===== config.mk =====
export PLATFORM = sky130hd
export DESIGN_NAME = cmd_frame_parser
export DESIGN_NICKNAME = d
export VERILOG_FILES = /design/src/rtl/cmd_frame_pkg.sv /design/src/rtl/cmd_frame_parser_hex_decode.sv /design/src/rtl/cmd_frame_parser.sv
export SDC_FILE = /design/constraint.sdc
export NUM_CORES = 1
export LEC_CHECK = 0
export BUFFER_PORTS_ARGS = -buffer_cell sky130_fd_sc_hd__buf_2
export CAP_MARGIN = 10
export CORE_UTILIZATION = 35
export CTS_CLUSTER_DIAMETER = 60
export DETAILED_ROUTE_END_ITERATION = 10
export PLACE_DENSITY = 0.5
export SYNTH_ARGS = -nofsm -noshare
export SYNTH_HDL_FRONTEND = slang
export SYNTH_SLANG_ARGS = --single-unit

===== constraint.sdc =====
create_clock -name clk -period 22.9 [get_ports clk]
set_clock_uncertainty 0.05 [all_clocks]
set_input_delay 2.29 -clock clk [delete_from_list [all_inputs] [get_ports clk]]
set_output_delay 2.29 -clock clk [all_outputs]
set_load 0.01 [all_outputs]

===== src/rtl/cmd_frame_pkg.sv =====
// cmd_frame_pkg: shared types, constants and hex helpers for the command frame parser.
//   state_t      - parser state encoding
//   ASCII_*      - character bounds used by the hex decoder
//   MAX_NIBBLES  - largest nibble count the two-character length field can express
//   hex_valid()  - 1 when the byte is a hex digit ('0'-'9', 'A'-'F', 'a'-'f')
//   hex_value()  - 4-bit value of a hex digit (0 for non-hex bytes)
package cmd_frame_pkg;

  typedef enum logic [2:0] {
    ST_SYNC   = 3'd0,
    ST_CMD    = 3'd1,
    ST_LEN_HI = 3'd2,
    ST_LEN_LO = 3'd3,
    ST_DATA   = 3'd4,
    ST_CSUM   = 3'd5,
    ST_HOLD   = 3'd6
  } state_t;

  localparam logic [7:0] ASCII_0  = 8'h30;
  localparam logic [7:0] ASCII_9  = 8'h39;
  localparam logic [7:0] ASCII_UA = 8'h41;
  localparam logic [7:0] ASCII_UF = 8'h46;
  localparam logic [7:0] ASCII_LA = 8'h61;
  localparam logic [7:0] ASCII_LF = 8'h66;

  localparam int unsigned LEN_FIELD_W = 8;
  localparam int unsigned MAX_NIBBLES = 255;

  function automatic logic hex_valid(input logic [7:0] code);
    return ((code >= ASCII_0)  && (code <= ASCII_9))  ||
           ((code >= ASCII_UA) && (code <= ASCII_UF)) ||
           ((code >= ASCII_LA) && (code <= ASCII_LF));
  endfunction

  function automatic logic [3:0] hex_value(input logic [7:0] code);
    logic [3:0] val;
    val = 4'h0;
    if ((code >= ASCII_0) && (code <= ASCII_9)) begin
      val = 4'(code - ASCII_0);
    end else if ((code >= ASCII_UA) && (code <= ASCII_UF)) begin
      val = 4'(code - ASCII_UA + 8'd10);
    end else if ((code >= ASCII_LA) && (code <= ASCII_LF)) begin
      val = 4'(code - ASCII_LA + 8'd10);
    end
    return val;
  endfunction

endpackage


===== src/rtl/cmd_frame_parser_hex_decode.sv =====
// hex_ascii_decode: combinational ASCII hex character decoder.
//   code     in  8  ASCII byte
//   value_c  out 4  decoded nibble (0 when not a hex digit)
//   valid_c  out 1  byte is '0'-'9', 'A'-'F' or 'a'-'f'
module hex_ascii_decode
  import cmd_frame_pkg::*;
(
  input  logic [7:0] code,
  output logic [3:0] value_c,
  output logic       valid_c
);

  always_comb begin
    value_c = hex_value(code);
    valid_c = hex_valid(code);
  end

endmodule


===== src/rtl/cmd_frame_parser.sv =====
// cmd_frame_parser: byte-stream frame parser between the UART receiver and the hashing core.
// Frame: sync bytes, 1 hex command char, 2 hex length chars (N nibbles), N hex payload chars,
// plus one XOR checksum char when CMD_FRAME_PARSER_CSUM_EN is defined.
//   clk             in   system clock
//   rst             in   asynchronous active-high reset
//   byte_available  in   receiver level; a rising edge marks a new byte
//   byte_in         in   ASCII byte, stable when byte_available rises
//   data_request    in   core acknowledge; consumes the held frame
//   command         out  decoded command nibble
//   data_count      out  payload length in nibbles
//   buffer          out  payload, right-justified, zero-extended
//   ready           out  a frame is held and outputs are valid
//   busy            out  parser is mid-frame (not SYNC or HOLD)
//   err_count       out  saturating count of rejected frames
// Optional feature macro: CMD_FRAME_PARSER_CSUM_EN (trailing checksum character).
module cmd_frame_parser
  import cmd_frame_pkg::*;
#(
  parameter logic [31:0] SYNC_WORD  = 32'h4C454146,
  parameter int unsigned SYNC_BYTES = 4,
  parameter int unsigned PAYLOAD_W  = 256,
  parameter int unsigned LEN_W      = 8
) (
  input  logic                 clk,
  input  logic                 rst,
  input  logic                 byte_available,
  input  logic [7:0]           byte_in,
  input  logic                 data_request,
  output logic [3:0]           command,
  output logic [LEN_W-1:0]     data_count,
  output logic [PAYLOAD_W-1:0] buffer,
  output logic                 ready,
  output logic                 busy,
  output logic [7:0]           err_count
);

  localparam logic [2:0]             SYNC_LAST_IDX = 3'(SYNC_BYTES - 1);
  localparam logic [LEN_FIELD_W-1:0] MAX_N         = LEN_FIELD_W'(PAYLOAD_W / 4);
  localparam logic [7:0]             SYNC_BYTE0    = SYNC_WORD[31:24];

  // Registered state and working storage
  state_t                 state;
  logic [2:0]             sync_idx;
  logic                   prev;
  logic [3:0]             cmd_work;
  logic [LEN_FIELD_W-1:0] len_work;
  logic [LEN_FIELD_W-1:0] cnt;
  logic [PAYLOAD_W-1:0]   shreg;

  // Next-state values
  state_t                 state_d;
  logic [2:0]             sync_idx_d;
  logic [3:0]             cmd_work_d;
  logic [LEN_FIELD_W-1:0] len_work_d;
  logic [LEN_FIELD_W-1:0] cnt_d;
  logic [PAYLOAD_W-1:0]   shreg_d;
  logic [3:0]             command_d;
  logic [LEN_W-1:0]       data_count_d;
  logic [PAYLOAD_W-1:0]   buffer_d;
  logic [7:0]             err_count_d;
  logic                   ready_d;
  logic                   busy_d;

  logic                   strobe_c;
  logic [3:0]             nib_c;
  logic                   nib_ok_c;
  logic [7:0]             sync_cur_c;
  logic                   err_c;
  logic                   hold_entry_c;

  hex_ascii_decode u_hex (
    .code    (byte_in),
    .value_c (nib_c),
    .valid_c (nib_ok_c)
  );

  // prev resets high so a level already high at reset release is not a new byte
  assign strobe_c = byte_available & ~prev;

  // Sync byte expected at the current match index, MSB-first from SYNC_WORD
  always_comb begin
    case (sync_idx)
      3'd0:    sync_cur_c = SYNC_WORD[31:24];
      3'd1:    sync_cur_c = SYNC_WORD[23:16];
      3'd2:    sync_cur_c = SYNC_WORD[15:8];
      default: sync_cur_c = SYNC_WORD[7:0];
    endcase
  end

`ifdef CMD_FRAME_PARSER_CSUM_EN
  // Running XOR of every decoded nibble of the frame, seeded by the command char
  logic [3:0] csum;
  logic [3:0] csum_d;

  always_comb begin
    csum_d = csum;
    if (strobe_c && nib_ok_c) begin
      case (state)
        ST_CMD:                       csum_d = nib_c;
        ST_LEN_HI, ST_LEN_LO, ST_DATA: csum_d = csum ^ nib_c;
        default:                      csum_d = csum;
      endcase
    end
  end

  always_ff @(posedge clk or posedge rst) begin
    if (rst) begin
      csum <= 4'h0;
    end else begin
      csum <= csum_d;
    end
  end
`endif

  // Next-state and output computation
  always_comb begin
    state_d      = state;
    sync_idx_d   = sync_idx;
    cmd_work_d   = cmd_work;
    len_work_d   = len_work;
    cnt_d        = cnt;
    shreg_d      = shreg;
    command_d    = command;
    data_count_d = data_count;
    buffer_d     = buffer;
    err_count_d  = err_count;
    err_c        = 1'b0;
    hold_entry_c = 1'b0;

    case (state)
      ST_SYNC: begin
        if (strobe_c) begin
          if (byte_in == sync_cur_c) begin
            if (sync_idx == SYNC_LAST_IDX) begin
              state_d    = ST_CMD;
              sync_idx_d = 3'd0;
              shreg_d    = '0;
            end else begin
              sync_idx_d = sync_idx + 3'd1;
            end
          end else begin
            // A mismatching byte may itself start a new sync sequence
            sync_idx_d = (byte_in == SYNC_BYTE0) ? 3'd1 : 3'd0;
          end
        end
      end

      ST_CMD: begin
        if (strobe_c) begin
          if (nib_ok_c) begin
            cmd_work_d = nib_c;
            state_d    = ST_LEN_HI;
          end else begin
            err_c = 1'b1;
          end
        end
      end

      ST_LEN_HI: begin
        if (strobe_c) begin
          if (nib_ok_c) begin
            len_work_d = {nib_c, 4'h0};
            state_d    = ST_LEN_LO;
          end else begin
            err_c = 1'b1;
          end
        end
      end

      ST_LEN_LO: begin
        if (strobe_c) begin
          if (nib_ok_c) begin
            len_work_d = {len_work[7:4], nib_c};
            cnt_d      = '0;
            if ((len_work_d == '0) || (len_work_d > MAX_N)) begin
              err_c = 1'b1;
            end else begin
              state_d = ST_DATA;
            end
          end else begin
            err_c = 1'b1;
          end
        end
      end

      ST_DATA: begin
        if (strobe_c) begin
          if (nib_ok_c) begin
            shreg_d = (shreg << 4) | PAYLOAD_W'(nib_c);
            cnt_d   = cnt + LEN_FIELD_W'(1);
            if (cnt_d == len_work) begin
`ifdef CMD_FRAME_PARSER_CSUM_EN
              state_d = ST_CSUM;
`else
              hold_entry_c = 1'b1;
`endif
            end
          end else begin
            err_c = 1'b1;
          end
        end
      end

`ifdef CMD_FRAME_PARSER_CSUM_EN
      ST_CSUM: begin
        if (strobe_c) begin
          if (nib_ok_c && (nib_c == csum)) begin
            hold_entry_c = 1'b1;
          end else begin
            err_c = 1'b1;
          end
        end
      end
`endif

      ST_HOLD: begin
        // Strobes here are dropped; only the core acknowledge leaves HOLD
        if (data_request && ready) begin
          state_d    = ST_SYNC;
          sync_idx_d = 3'd0;
        end
      end

      default: begin
        state_d    = ST_SYNC;
        sync_idx_d = 3'd0;
      end
    endcase

    if (hold_entry_c) begin
      state_d      = ST_HOLD;
      command_d    = cmd_work_d;
      data_count_d = LEN_W'(len_work_d);
      buffer_d     = shreg_d;
    end

    // The offending byte is consumed here and never reused as a sync byte
    if (err_c) begin
      state_d     = ST_SYNC;
      sync_idx_d  = 3'd0;
      err_count_d = (err_count == 8'hFF) ? err_count : err_count + 8'd1;
    end

    ready_d = (state_d == ST_HOLD);
    busy_d  = (state_d != ST_SYNC) && (state_d != ST_HOLD);
  end

  // State and output registers
  always_ff @(posedge clk or posedge rst) begin
    if (rst) begin
      state      <= ST_SYNC;
      sync_idx   <= 3'd0;
      prev       <= 1'b1;
      cmd_work   <= 4'h0;
      len_work   <= '0;
      cnt        <= '0;
      shreg      <= '0;
      command    <= 4'h0;
      data_count <= '0;
      buffer     <= '0;
      err_count  <= 8'h00;
      ready      <= 1'b0;
      busy       <= 1'b0;
    end else begin
      state      <= state_d;
      sync_idx   <= sync_idx_d;
      prev       <= byte_available;
      cmd_work   <= cmd_work_d;
      len_work   <= len_work_d;
      cnt        <= cnt_d;
      shreg      <= shreg_d;
      command    <= command_d;
      data_count <= data_count_d;
      buffer     <= buffer_d;
      err_count  <= err_count_d;
      ready      <= ready_d;
      busy       <= busy_d;
    end
  end

endmodule

# Yosys cells after proc, flatten, opt, wreduce, memory -nomap -nowiden
# Index checks and enable logic that the tools add are counted.
[word_totals]
output_inout_bits = 278
wordCells = 125
register_bits = 561
input_bits = 12
[op_classes]
n_lt_le_gt_ge = 7
n_reduce_logical = 18
add_sub_neg = 8
n_mux = 54
n_bitwise = 4
eq_ne = 21
[ops]
columns = ["op", "n"]
rows = [
  ["two-way mux 256 bit", 5],
  ["one-hot mux 256 bit (2 select lines)", 1],
  ["bitwise OR 256 x 4 -> 256 bit", 1],
  ["two-way mux 3 bit", 18],
  ["two-way mux 8 bit", 6],
  ["two-way mux 4 bit", 8],
  ["one-hot mux 8 bit (2 select lines)", 2],
  ["one-hot mux 3 bit (6 select lines)", 1],
  ["adder 8 x 1 -> 8 bit, second input constant", 2],
  ["greater-or-equal comparator 8 x 7 -> 1 bit, second input constant", 2],
  ["<= comparator 8 x 7 -> 1 bit, second input constant", 2],
  ["== test 3 x 2 -> 1 bit, second input constant", 4],
  ["one-hot mux 4 bit (3 select lines)", 1],
  ["subtractor 4 x 1 -> 4 bit, second input constant", 3],
  ["two-way mux 1 bit", 10],
  ["== test 3 bit, second input constant", 3],
  ["inequality test 3 bit, second input constant", 3],
  ["one-hot mux 3 bit (3 select lines)", 1],
  ["adder 4 bit, second input constant", 2],
  ["== test 8 x 7 -> 1 bit", 1],
  ["== test 8 x 7 -> 1 bit, second input constant", 1],
  ["== test 8 bit", 1],
  ["== test 8 bit, second input constant", 1],
  ["greater-or-equal comparator 8 x 6 -> 1 bit, second input constant", 1],
  ["20 further kinds", 32],
]

# Depth between registers and ports, before layout
[depth]
ltp_word = 15
mapped_depth = 15
depth_no_buf = 10

# Hierarchy
# Synthesis repeated with hierarchy kept, for this count alone.
[hier_totals]
cells_unflattened = 1961
hier_area_um2 = 21984.8
[by_module_without_submodules]
columns = ["module", "area_each_um2", "instances", "seq_area_each_um2", "cells_each"]
rows = [
  ["cmd_frame_parser", 21760.9, 1, 13939.6, 1935],
  ["hex_ascii_decode", 224.0, 1, 0.0, 26],
]

# Worst setup path after synthesis
# OpenSTA, ideal clock, no wires.
[synth_timing]
path_kind = "input-to-reg"
from = "in byte_in[0]"
to = "reg sync_idx[0]"
setup_ps = 128
cell_stages = 11
path_buffers = 1
required_ps = 22722
path_slack_ps = 17956
t_arrival_ps = 4767
cell_sequence = "buf_2 -> inv_1 -> ha_1 -> o21bai_1 -> a2111oi_2 -> o21ai_1 -> or4b_4 -> a41oi_2 -> o21ai_1 -> a31oi_2 -> mux2_1"
[synth_between]
elab_chain_len = 13
word_cells_on_any_way = 39
classes_between = "add/sub (5); order compare (7); eq/ne (5); mux (14); reduce/logical (8)"
[synth_rtl]
columns = ["item", "line_no", "rtl"]
rows = [
  ["start: declaration", "cmd_frame_parser.sv:27", "input logic [7:0] byte_in,"],
  ["subtractor 4 x 1 -> 4 bit (tied with other cells)", "cmd_frame_pkg.sv:41, cmd_frame_pkg.sv:43", ""],
  ["adder 4 bit or logical AND 1 bit (tied branches)", "--", ""],
  ["two-way mux 4 bit", "cmd_frame_pkg.sv:42", "end else if ((code >= ASCII_LA) && (code <= ASCII_LF)) begin"],
  ["two-way mux 4 bit", "cmd_frame_pkg.sv:40", "end else if ((code >= ASCII_UA) && (code <= ASCII_UF)) begin"],
  ["two-way mux 4 bit", "cmd_frame_pkg.sv:38", "if ((code >= ASCII_0) && (code <= ASCII_9)) begin"],
  ["> comparator 8 x 7 -> 1 bit or logical NOT 8 bit (tied branches)", "cmd_frame_parser.sv:175", "if ((len_work_d == '0) || (len_work_d > MAX_N)) begin"],
  ["logical OR 1 bit", "cmd_frame_parser.sv:175", ""],
  ["two-way mux 1 bit", "cmd_frame_parser.sv:175", ""],
  ["two-way mux 1 bit", "cmd_frame_parser.sv:172", "if (nib_ok_c) begin"],
  ["two-way mux 1 bit", "cmd_frame_parser.sv:171", "if (strobe_c) begin"],
  ["one-hot mux 1 bit (2 select lines)", "cmd_frame_parser.sv:130", "case (state)"],
  ["inequality test 3 bit (no source line) or inequality test 2 x 1 -> 1 bit (tied branches)", "--", ""],
  ["AND reduction 3 bit (no source line)", "--", ""],
  ["end signal: assignment", "cmd_frame_parser.sv:266", "sync_idx <= sync_idx_d;"],
  ["end: declaration", "cmd_frame_parser.sv:43", "logic [2:0] sync_idx;"],
]
# Several ways; a longest one is shown, not always the timed one. The select of a mux whose other input is x is not followed.
# A chain may end at the register's enable or synchronous reset.

# Worst setup path in the final report
[layout_timing]
from = "in byte_in[1]"
to = "reg buffer[205]"
[layout_between]
elab_chain_len = 7
word_cells_on_any_way = 20
classes_between = "order compare (6); eq/ne (1); mux (8); reduce/logical (5)"
[layout_rtl]
columns = ["item", "line_no", "rtl"]
rows = [
  ["greater-or-equal comparator 8 x 6 -> 1 bit (tied with other cells)", "cmd_frame_pkg.sv:30", "return ((code >= ASCII_0) && (code <= ASCII_9)) ||"],
  ["logical AND 1 bit (on tied branches)", "cmd_frame_pkg.sv:30, cmd_frame_pkg.sv:31", ""],
  ["logical OR 1 bit", "cmd_frame_pkg.sv:30", ""],
  ["logical OR 1 bit", "cmd_frame_pkg.sv:31", "((code >= ASCII_UA) && (code <= ASCII_UF)) ||"],
  ["two-way mux 256 bit", "cmd_frame_parser.sv:188", "if (nib_ok_c) begin"],
  ["two-way mux 256 bit", "cmd_frame_parser.sv:187", "if (strobe_c) begin"],
  ["one-hot mux 256 bit (2 select lines) *", "cmd_frame_parser.sv:130", ""],
  ["named net shreg_d[205]", "cmd_frame_parser.sv:56", "logic [PAYLOAD_W-1:0] shreg_d;"],
  ["end signal: assignment", "cmd_frame_parser.sv:274", "buffer <= buffer_d;"],
  ["end: declaration", "cmd_frame_parser.sv:31", "output logic [PAYLOAD_W-1:0] buffer,"],
]
# The timed path passes the listed nets; every way through them passes the cells marked *.

==> summary.txt <==
Run status
  – Status: complete, no violations

Worst setup path
  – Crit Path Max Fanout: 80
  – Worst setup path class: in2reg
  – Worst Setup Start Kind: input port
  – Worst R2R Start: sync_idx[0]
  – Worst Setup End Kind: register
  – Critical Path RT: 23,360 ps
  – CP arrival: 6730 ps
  – Critical path startpoint: byte_in[1]

GRT
  – Largest net degree at the start of global routing: 160
  – Vias in the first global route: 15.7k
  – Global-route wire length before repair: 88,800 um
  – Initial antenna violation count: 0
  – Gr usage total: 16.6%
  – GRT overflow: 0

Placement
  – Hpwl dp: 34,100 um
  – IO buf count: 289
  – Cell Area, Placed: 0.0249 mm2
  – Final GP Congestion: 0.770

Synthesis
  – Synthesized area: 0.0230 mm2
  – Post-synthesis sequential area ratio: 61.1%
  – Ys flop type: dfrtp_1
  – #FFs+latches synth: 561
  – Synth top area share: 61.0%
  – YS warnings: 0
  – Top cells by area, synth: dfrtp_1 (61%), mux2_2 (13%), nand2_1 (8.8%), a21oi_1 (3.8%), a21oi_2 (3.6%)
  – Distinct cells, synth: 62
  – Cells after Synth: 1,961
  – Mean post-synth cell area: 11.7 um2
  – Syn nets: 1,983
  – Async SR Flop Fraction: 100%
  – Top cell type by total area after synthesis: dfrtp_1
  – EDFF count, synth: 0

Routing
  – DR iter-0 viols: 990
  – DR vias: 15.2k
  – Detailed Route WL: 55,400 um
  – Drt wl/cell: 17.8 um
  – TritonRoute pass-1 iters: 5
  – DRC Markers: 0
  – Post-route ant nets: 0
  – Vias per cell: 4.87

Die
  – Cell Rows: 93
  – I/O pin count: 290
  – Core Footprint: 0.0647 mm2
  – Die height: 258 um
  – Die X: 258 um
  – Die Area: 0.0667 mm2
  – Initial Util: 35.5%

Power and ir drop
  – Leakage: 13.5 nW
  – Max IR drop VDD: 0.0439 mV
  – Power per cell area: 76.9 mW/mm2
  – Tot Pwr: 0.00207 W

Clock tree
  – Max Root-Sink Buffers: 3
  – Resize count post-CTS: 0
  – CTS HTree Levels: 3
  – Total clock sinks: 561
  – Hold_buf cts: 0
  – Clock Latency Late Sink: 590 ps
  – CTS Buf Count: 66
  – Clock-pin slew on the worst setup and hold paths: 60 ps
  – CTS tree: done
  – Setup Fix Bufs, Post-CTS: 0
  – Root Driver: clkbuf_16

Timing
  – Tightest Pin Transition: 1120 ps
  – Part of the cycle the worst path needs: 27.4%
  – Unrepaired setup endpoints after global routing: no
  – Min cycle time layout: 6270 ps
  – Max Freq: 159 MHz
  – Min Hold Slack: 429 ps
  – Normalized max-slew margin: 25.4%
  – Final Hold Violating Endpoints: 0
  – Setup_tns: 0 ps
  – Max-slew violation count: 0
  – Final setup violation count: 0

Final layout
  – Design area: 0.0270 mm2
  – Fill cell count: 6,272
  – Multi-input logic area: 0.00807 mm2
  – Most frequent cells in the layout: dfrtp_1 (560), nand2_1 (537), buf_2 (289), mux2_2 (257), a21oi_1 (173)
  – Final #Nets: 2,231
  – Antenna cells: 0
  – Reg area: 0.0140 mm2
  – Syn-to-layout area delta: 17.3%
  – Commonest non-fill, non-tap cell in the layout: dfrtp_1
  – Layout cells sized above 1: 34.0%

Run
  – Total of max-cap violations: 0

Worst hold path
  – Hold path start: err_count[6]
  – Worst min-delay path category: reg2reg
==> logic make-up (layout without fill, tap and decap cells) <==
family                     count (synthesis)  after routing  share of synthesized area [%]
and+or+nand+nor                          616            616                           10.9
DFF                                      561            561                           61.1
AOI/OAI and AO/OA                        327            327                           9.28
muxes                                    277            277                           13.6
buffers and inverters                    148            445                           3.79
xor gates and xnor gates                  22             22                          0.839
adders and majority gates                 10             10                          0.545
==> cell usage after synthesis, types with 12 or more instances <==
cell type / count
buf_2: 71
buf_6: 22
nand2_1: 537
o21ai_0: 21
a21oi_2: 95
nand3_1: 12
a21oi_1: 173
dfrtp_1: 560
nor2_1: 17
clkbuf_1: 19
inv_1: 20
mux2_1: 17
mux2_2: 257
xnor2_1: 16
buf_4: 16
==> final timing paths <==
path | to | slack [ps] | cells after the start
max | buffer[205] | 16630 | 12
min | err_count[6] | 430 | 1
max reg2reg | buffer[196] | 18060 | 11
min reg2reg | err_count[6] | 430 | 1
max in group asynchronous | len_work[7] | 18630 | 4
min in group asynchronous | buffer[252] | 1810 | 2
==> registers in the layout, indices dropped and copies added (netlist names) <==
register,cells
cnt,8
state,3
buffer,256
prev,1
len_work,8
sync_idx,3
shreg,256
data_count,8
command,4
cmd_work,4
busy,1
err_count,8
ready,1
==> report_power, final <==
| part | switching [W] | internal [W] | total, W |
|---|---|---|---|
| logic | 0.0000401 | 0.0000167 | 0.0000568 |
| clock network | 0.000408 | 0.000600 | 0.00101 |
| registers | 0.00000981 | 0.000998 | 0.00101 |
| total | 0.000458 | 0.00161 | 0.00207 |
==> routing by layer <==
| layer | vias up | share of wire, % | track usage, % |
|---|---|---|---|
| met3 | 79 | 5.7 | 4.64 |
| met2 | 299 | 47 | 26.1 |
| met1 | 7685 | 45 | 22.4 |
| met4 | 0 | 2.0 | 4.55 |
| met5 | - | 0 | 0 |
| li1 | 7106 | - | - |
==> worst max-delay path, stage by stage <==
cell and delay [ps]:
buf_2 220, inv_1 140, ha_1 250, nor4b_1 160, a2111oi_1 370, and3_1 410, and4_4 630, buf_4 710
buf_4 820, nand2_1 190, a21oi_2 180, mux2_2 170
==> stage by stage <==
step | setup slack, ps | std cells | utilization [%]
after CTS | 16650 | 3113 | 41.7
after global routing | 16270 | 3113 | 41.7
after global placement | 16100 | 2996 | 38.4
after detailed placement | 16030 | 2996 | 38.4
final | 16630 | 3113 | 41.7
after floorplan | 4870 | 1961 | -
==> final cells by class <==
class / count / area share [%]
Multi-Input combinational cell: 1252 / 29.9
Inverter: 20 / 0.306
Timing Repair Buffer: 308 / 5.94
Clock buffer: 103 / 7.40
Clock inverter: 14 / 0.371
Tap cell: 855 / 3.97
Sequential cell: 561 / 52.1
Power figures use the tool's default switching activity.
